### config.mk
export PLATFORM = sky130hd
export DESIGN_NAME = vga_timing_gen
export DESIGN_NICKNAME = d
export VERILOG_FILES = /design/src/rtl/vga_timing_gen.sv
export SDC_FILE = /design/constraint.sdc
export NUM_CORES = 1
export LEC_CHECK = 0
export BUFFER_PORTS_ARGS = -buffer_cell sky130_fd_sc_hd__buf_2
export CAP_MARGIN = 20
export CELL_PAD_IN_SITES_DETAIL_PLACEMENT = 1
export CELL_PAD_IN_SITES_GLOBAL_PLACEMENT = 2
export CORE_AREA = 5 5 90 92
export DETAILED_ROUTE_END_ITERATION = 7
export DIE_AREA = 0 0 95 97
export GPL_ROUTABILITY_DRIVEN = 1
export GPL_TIMING_DRIVEN = 0
export PLACE_DENSITY = 0.84
export REMOVE_ABC_BUFFERS = 1
export SYNTH_ARGS = -nofsm -noshare
export SYNTH_HDL_FRONTEND = slang
export SYNTH_SLANG_ARGS = --single-unit
### constraint.sdc
create_clock -name clk -period 8.75 [get_ports clk]
set_clock_uncertainty 0.15 [all_clocks]
set_input_delay 1.3125 -clock clk [delete_from_list [all_inputs] [get_ports clk]]
set_output_delay 1.3125 -clock clk [all_outputs]
set_load 0.1 [all_outputs]
### src/rtl/vga_timing_gen.sv
// ============================================================================
// Module   : vga_timing_gen
// Purpose  : Pixel-clock divider, H/V scan counters and sync/blank decode.
//            VGA_FRAME_CNT_EN builds an 8-bit frame counter.
// Revision : 1.0
// ============================================================================
`default_nettype none

module vga_timing_gen #(
  parameter int N         = 15,
  parameter int DIV       = 2,
  parameter int H_VISIBLE = 640,
  parameter int H_FRONT   = 16,
  parameter int H_SYNC    = 96,
  parameter int H_BACK    = 48,
  parameter int V_VISIBLE = 480,
  parameter int V_FRONT   = 10,
  parameter int V_SYNC    = 2,
  parameter int V_BACK    = 33
) (
  input  logic       clk,
  input  logic       reset,
  input  logic       enable,
  output logic [N:0] horiz_count,
  output logic [N:0] vert_count,
  output logic       v_enable,
  output logic       horiz_sync,
  output logic       vert_sync,
  output logic       vga_blank,
  output logic       vga_sync,
  output logic       clkVGA,
  output logic       pix_tick,
  output logic       frame_start,
  output logic [7:0] frame_count
);

  localparam int c_cw    = N + 1;
  localparam int c_div_w = (DIV > 1) ? $clog2(DIV) : 1;

  localparam logic [c_div_w-1:0] c_div_last = c_div_w'(DIV - 1);
  localparam logic [c_div_w-1:0] c_div_half = c_div_w'(DIV / 2);

  localparam logic [N:0] c_h_last  = c_cw'(H_VISIBLE + H_FRONT + H_SYNC + H_BACK - 1);
  localparam logic [N:0] c_v_last  = c_cw'(V_VISIBLE + V_FRONT + V_SYNC + V_BACK - 1);
  localparam logic [N:0] c_h_vis   = c_cw'(H_VISIBLE);
  localparam logic [N:0] c_v_vis   = c_cw'(V_VISIBLE);
  localparam logic [N:0] c_hs_beg  = c_cw'(H_VISIBLE + H_FRONT);
  localparam logic [N:0] c_hs_end  = c_cw'(H_VISIBLE + H_FRONT + H_SYNC);
  localparam logic [N:0] c_vs_beg  = c_cw'(V_VISIBLE + V_FRONT);
  localparam logic [N:0] c_vs_end  = c_cw'(V_VISIBLE + V_FRONT + V_SYNC);

  logic [c_div_w-1:0] r_div_cnt;
  logic [c_div_w-1:0] w_div_next;
  logic [N:0]         r_h;
  logic [N:0]         r_v;
  logic [N:0]         w_h_next;
  logic [N:0]         w_v_next;
  logic               w_adv;
  logic               w_wrap;
  logic               w_vis;
  logic               w_hs_n;
  logic               w_vs_n;

  logic r_v_enable;
  logic r_hs_n;
  logic r_vs_n;
  logic r_clk_vga;
  logic r_pix_tick;
  logic r_frame_start;

  // Next-state counters: a pixel advances on the edge closing the last divider phase.
  always_comb begin
    w_adv      = enable && (r_div_cnt == c_div_last);
    w_div_next = r_div_cnt;
    w_h_next   = r_h;
    w_v_next   = r_v;
    w_wrap     = 1'b0;
    if (enable) begin
      w_div_next = (r_div_cnt == c_div_last) ? '0 : r_div_cnt + 1'b1;
    end
    if (w_adv) begin
      if (r_h == c_h_last) begin
        w_h_next = '0;
        if (r_v == c_v_last) begin
          w_v_next = '0;
          w_wrap   = 1'b1;
        end else begin
          w_v_next = r_v + 1'b1;
        end
      end else begin
        w_h_next = r_h + 1'b1;
      end
    end
  end

  // Decode from next-state counts so registered outputs line up with the counts.
  always_comb begin
    w_vis  = (w_h_next < c_h_vis) && (w_v_next < c_v_vis);
    w_hs_n = !((w_h_next >= c_hs_beg) && (w_h_next < c_hs_end));
    w_vs_n = !((w_v_next >= c_vs_beg) && (w_v_next < c_vs_end));
  end

  always_ff @(posedge clk or posedge reset) begin
    if (reset) begin
      r_div_cnt     <= '0;
      r_h           <= '0;
      r_v           <= '0;
      r_v_enable    <= 1'b0;
      r_hs_n        <= 1'b1;
      r_vs_n        <= 1'b1;
      r_clk_vga     <= 1'b0;
      r_pix_tick    <= 1'b0;
      r_frame_start <= 1'b0;
    end else begin
      r_div_cnt     <= w_div_next;
      r_h           <= w_h_next;
      r_v           <= w_v_next;
      r_pix_tick    <= w_adv;
      r_frame_start <= w_wrap;
      if (enable) begin
        r_v_enable <= w_vis;
        r_hs_n     <= w_hs_n;
        r_vs_n     <= w_vs_n;
        r_clk_vga  <= (w_div_next >= c_div_half);
      end
    end
  end

`ifdef VGA_FRAME_CNT_EN
  logic [7:0] r_frame_count;

  always_ff @(posedge clk or posedge reset) begin
    if (reset) begin
      r_frame_count <= 8'd0;
    end else if (w_wrap) begin
      r_frame_count <= r_frame_count + 8'd1;
    end
  end

  assign frame_count = r_frame_count;
`else
  assign frame_count = 8'd0;
`endif

  assign horiz_count = r_h;
  assign vert_count  = r_v;
  assign v_enable    = r_v_enable;
  assign vga_blank   = r_v_enable;
  assign vga_sync    = 1'b0;
  assign horiz_sync  = r_hs_n;
  assign vert_sync   = r_vs_n;
  assign clkVGA      = r_clk_vga;
  assign pix_tick    = r_pix_tick;
  assign frame_start = r_frame_start;

endmodule

`default_nettype wire
==> run summary <==
===============================================================================================
Number of global-route vias before repair ........................................         2059
WP data required .................................................................      8.80 ns
Y dimension of the die ...........................................................        97 µm
Ys async rst share ...............................................................         100%
Portion of the post-synthesis area used by sequential elements ...................        42.7%
Final Routed Wirelength ..........................................................      6430 µm
Final period util ................................................................        47.7%
WP buf/inv .......................................................................            1
Clk root buf .....................................................................     clkbuf_8
Final cell utilization of the core ...............................................        36.9%
Post-route standard cell area excluding fillers ..................................     2630 µm²
NumNets Final ....................................................................          281
Highest-count cells in the layout ignoring fill and taps ......................... buf_2 (41), dfrtp_1 (37), nand2_1 (24)
Highest clock frequency the design can meet ......................................      240 MHz
Pre-CTS worst setup slack ........................................................      4.26 ns
Area of the placeable core .......................................................     7140 µm²
Maximum number of pins on one net before global-route repair .....................           40
Clock input transition at the sequential cells of the worst setup and hold paths .      0.08 ns
Inserted Diodes ..................................................................            0
I/O pin count ....................................................................           51
First-pass GRT wire length .......................................................     10600 µm
Worst min-delay path category ....................................................   reg -> reg
Crit Path Max Fanout .............................................................           15
Cells along the critical path .................................................... buf_2, ha_1, nor4bb_1, nand4_1, o31ai_1, o211ai_1, or4_1, o41ai_2
Width of the chip ................................................................        95 µm
Half-perimeter wire length of the detailed placement result ......................      4800 µm
Synthesis Warnings ...............................................................            0
Launch point of the worst reg-to-reg path ........................................ horiz_count[0]
Count of unresolved DRC violations after routing .................................            0
Total clock sinks ................................................................           39
Status ........................................................................... complete, no violations
Number of pins exceeding their max-slew limit in the final report ................            0
Arr. time, crit path .............................................................      4.22 ns
Maximum number of buffers from clock root to sink ................................            2
Resize count post-CTS ............................................................            0
Final hold violation count .......................................................            0
Number of port buffers ...........................................................           41
Leak pwr .........................................................................      1.19 nW
Total placed instance area .......................................................     2550 µm²
Die ar. ..........................................................................     9220 µm²
Critical path class ..............................................................    in -> reg
Worst-Skew Late Latency ..........................................................      0.30 ns
RD Place Congestion ..............................................................        0.832
H-tree level count ...............................................................            2
Number of register bits inferred by synthesis ....................................           39
CP max stage delay ...............................................................      0.54 ns
Dominant register cell in the synthesized netlist ................................      dfrtp_1
Slew at the pin closest to its max-slew limit ....................................     0.843 ns
Most common cell after layout, fill and taps aside ...............................        buf_2
Clock buffers created by TritonCTS ...............................................            5
Final number of setup-violating endpoints ........................................            0
Drt via density ..................................................................         5.33
Total track usage ................................................................        14.4%
Total number of vias .............................................................         1995
Post-synth EDFFs .................................................................            0
CTS tree .........................................................................         done
Layout cells sized above 1 .......................................................        26.2%
Cell row count ...................................................................           31
Post-synthesis average cell area .................................................     9.75 µm²
Area of the multi-input gates ....................................................     1210 µm²
Count of routing violations after the opening detailed-route iteration ...........           52
Kind of cell adding the most delay to the critical path .......................... simple AND/OR/NAND/NOR gates
Endpoint of the most critical register-to-register path ..........................     v_enable
Cell area after synthesis ........................................................     2290 µm²
Total global routing overflow ....................................................            0
R2R cell count ...................................................................            7
Internal reg-to-reg setup slack ..................................................      5.30 ns
Maximum capacitance violations ...................................................            0
Origin of the worst min-delay path ...............................................    r_div_cnt
FILL cells .......................................................................          882
Highest ir drop seen on vdd ......................................................     0.213 mV
Cell count after synthesis .......................................................          235
Crit-path slowest cell ...........................................................         ha_1
Min-Delay Path Depth .............................................................            1
Post-synthesis cell type count ...................................................           52
Worst Slack Setup Final ..........................................................      4.58 ns
Startpoint kind of the worst setup timing path ...................................   input port
Post-route ant nets ..............................................................            0
Shortest period the worst path allows ............................................      4.17 ns
Hold-fix buffers at CTS ..........................................................            0
Worst rel slew slack .............................................................        43.7%
Area occupied by registers .......................................................      978 µm²
Growth of design area from synthesis to finish ...................................        15.0%
Power density relative to cell area ..............................................   205 nW/µm²
Initial antenna violation count ..................................................            0
Crit end category ................................................................         flop
Detailed Routing Iterations Pass 1 ...............................................            4
Hold path endpoint ...............................................................    r_div_cnt
Buffer count from post-CTS setup fixing ..........................................            0
Initial Util .....................................................................        32.1%
Sum Neg Setup Slack ..............................................................         0 ns
Setup repair after global routing missed its margin ..............................        false
Wire per inst ....................................................................      17.2 µm
===============================================================================================
## synthesized netlist by cell type (3+ instances only)
library cell | number | area [µm²]
dfrtp_1 | 37 | 926
nand2_1 | 24 | 90.1
nor2_1 | 14 | 52.6
nand3_1 | 13 | 65.1
nor4_1 | 12 | 75.1
nand4_1 | 11 | 68.8
xnor2_1 | 11 | 96.3
xor2_1 | 11 | 96.3
buf_4 | 10 | 75.1
o21ai_0 | 9 | 45.0
inv_1 | 7 | 26.3
clkbuf_1 | 6 | 22.5
nor3_1 | 6 | 30.0
and4_1 | 4 | 35.0
ha_1 | 4 | 50.1
mux2_2 | 4 | 45.0
and3_1 | 3 | 18.8
and4_2 | 3 | 30.0
nor4bb_1 | 3 | 30.0
## logic make-up after synthesis
| group | after synthesis | share of synthesized area, % |
|---|---|---|
| other | 1 | 0.164 |
| XOR/XNOR | 22 | 8.41 |
| AO/OA/AOI/OAI | 27 | 8.79 |
| adder cells (fa/ha/maj) | 4 | 2.18 |
| flip-flops | 39 | 42.7 |
| multiplexers | 5 | 2.40 |
| buffers and inverters | 24 | 5.57 |
| AND/OR/NAND/NOR | 113 | 29.8 |
## worst max path at each step
stage	from	endpoint	slack (ns)	cells after the start
global route	enable	v_enable	4.36	8
detailed placement	enable	v_enable	4.26	8
floorplan	enable	v_enable	4.95	7
finish	enable	v_enable	4.58	8
global placement	enable	horiz_sync	4.31	8
CTS	enable	v_enable	4.58	8
## worst register-to-register path, stage by stage, from the launching register on
cell and delay, ns:
dfrtp_1 0.46, ha_1 0.27, nand4_1 0.37, or4_4 0.71, nor4_1 0.35, xor2_1 0.16, or4_1 0.56, o41ai_2 0.33
## report_power, final
group	switching (mW)	internal (mW)	leakage (nW)
clock	0.0669	0.0558	0.0412
sequential	0.0222	0.197	0.511
combinational	0.166	0.0317	0.642
total	0.255	0.285	1.19
## routing by layer
layer  up-vias  share of wire, %  track usage (%)
li1        924                 -                -
met1      1019                46             18.8
met2        45                49             24.0
met3         7               4.3             3.18
met4         0              0.82             3.22
met5         -                 0                0
## registers in the layout, summed over array words and instances (netlist names)
register / cells
horiz_count: 16
vert_count: 16
clkVGA: 1
frame_start: 1
horiz_sync: 1
pix_tick: 1
r_div_cnt: 1
v_enable: 1
vert_sync: 1
## final cells by class
class,instances,share of cell area (%)
timing repair buffer,41,7.79
sequential,39,37.1
inverter,7,0.998
multi-input combinational,180,46.1
tap,99,4.70
clock inverter,2,0.475
clock buffer,6,2.76
## metrics by stage
| stage | hold WS (ns) | cells | power [mW] |
|---|---|---|---|
| floorplan | 0.309 | 226 | 0.385 |
| global placement | 0.332 | 366 | 0.419 |
| detailed placement | 0.330 | 366 | 0.422 |
| CTS | 0.353 | 374 | 0.548 |
| global route | 0.384 | 374 | 0.569 |
| finish | 0.347 | 374 | 0.540 |
No activity file was read; power rests on OpenSTA's default activity.
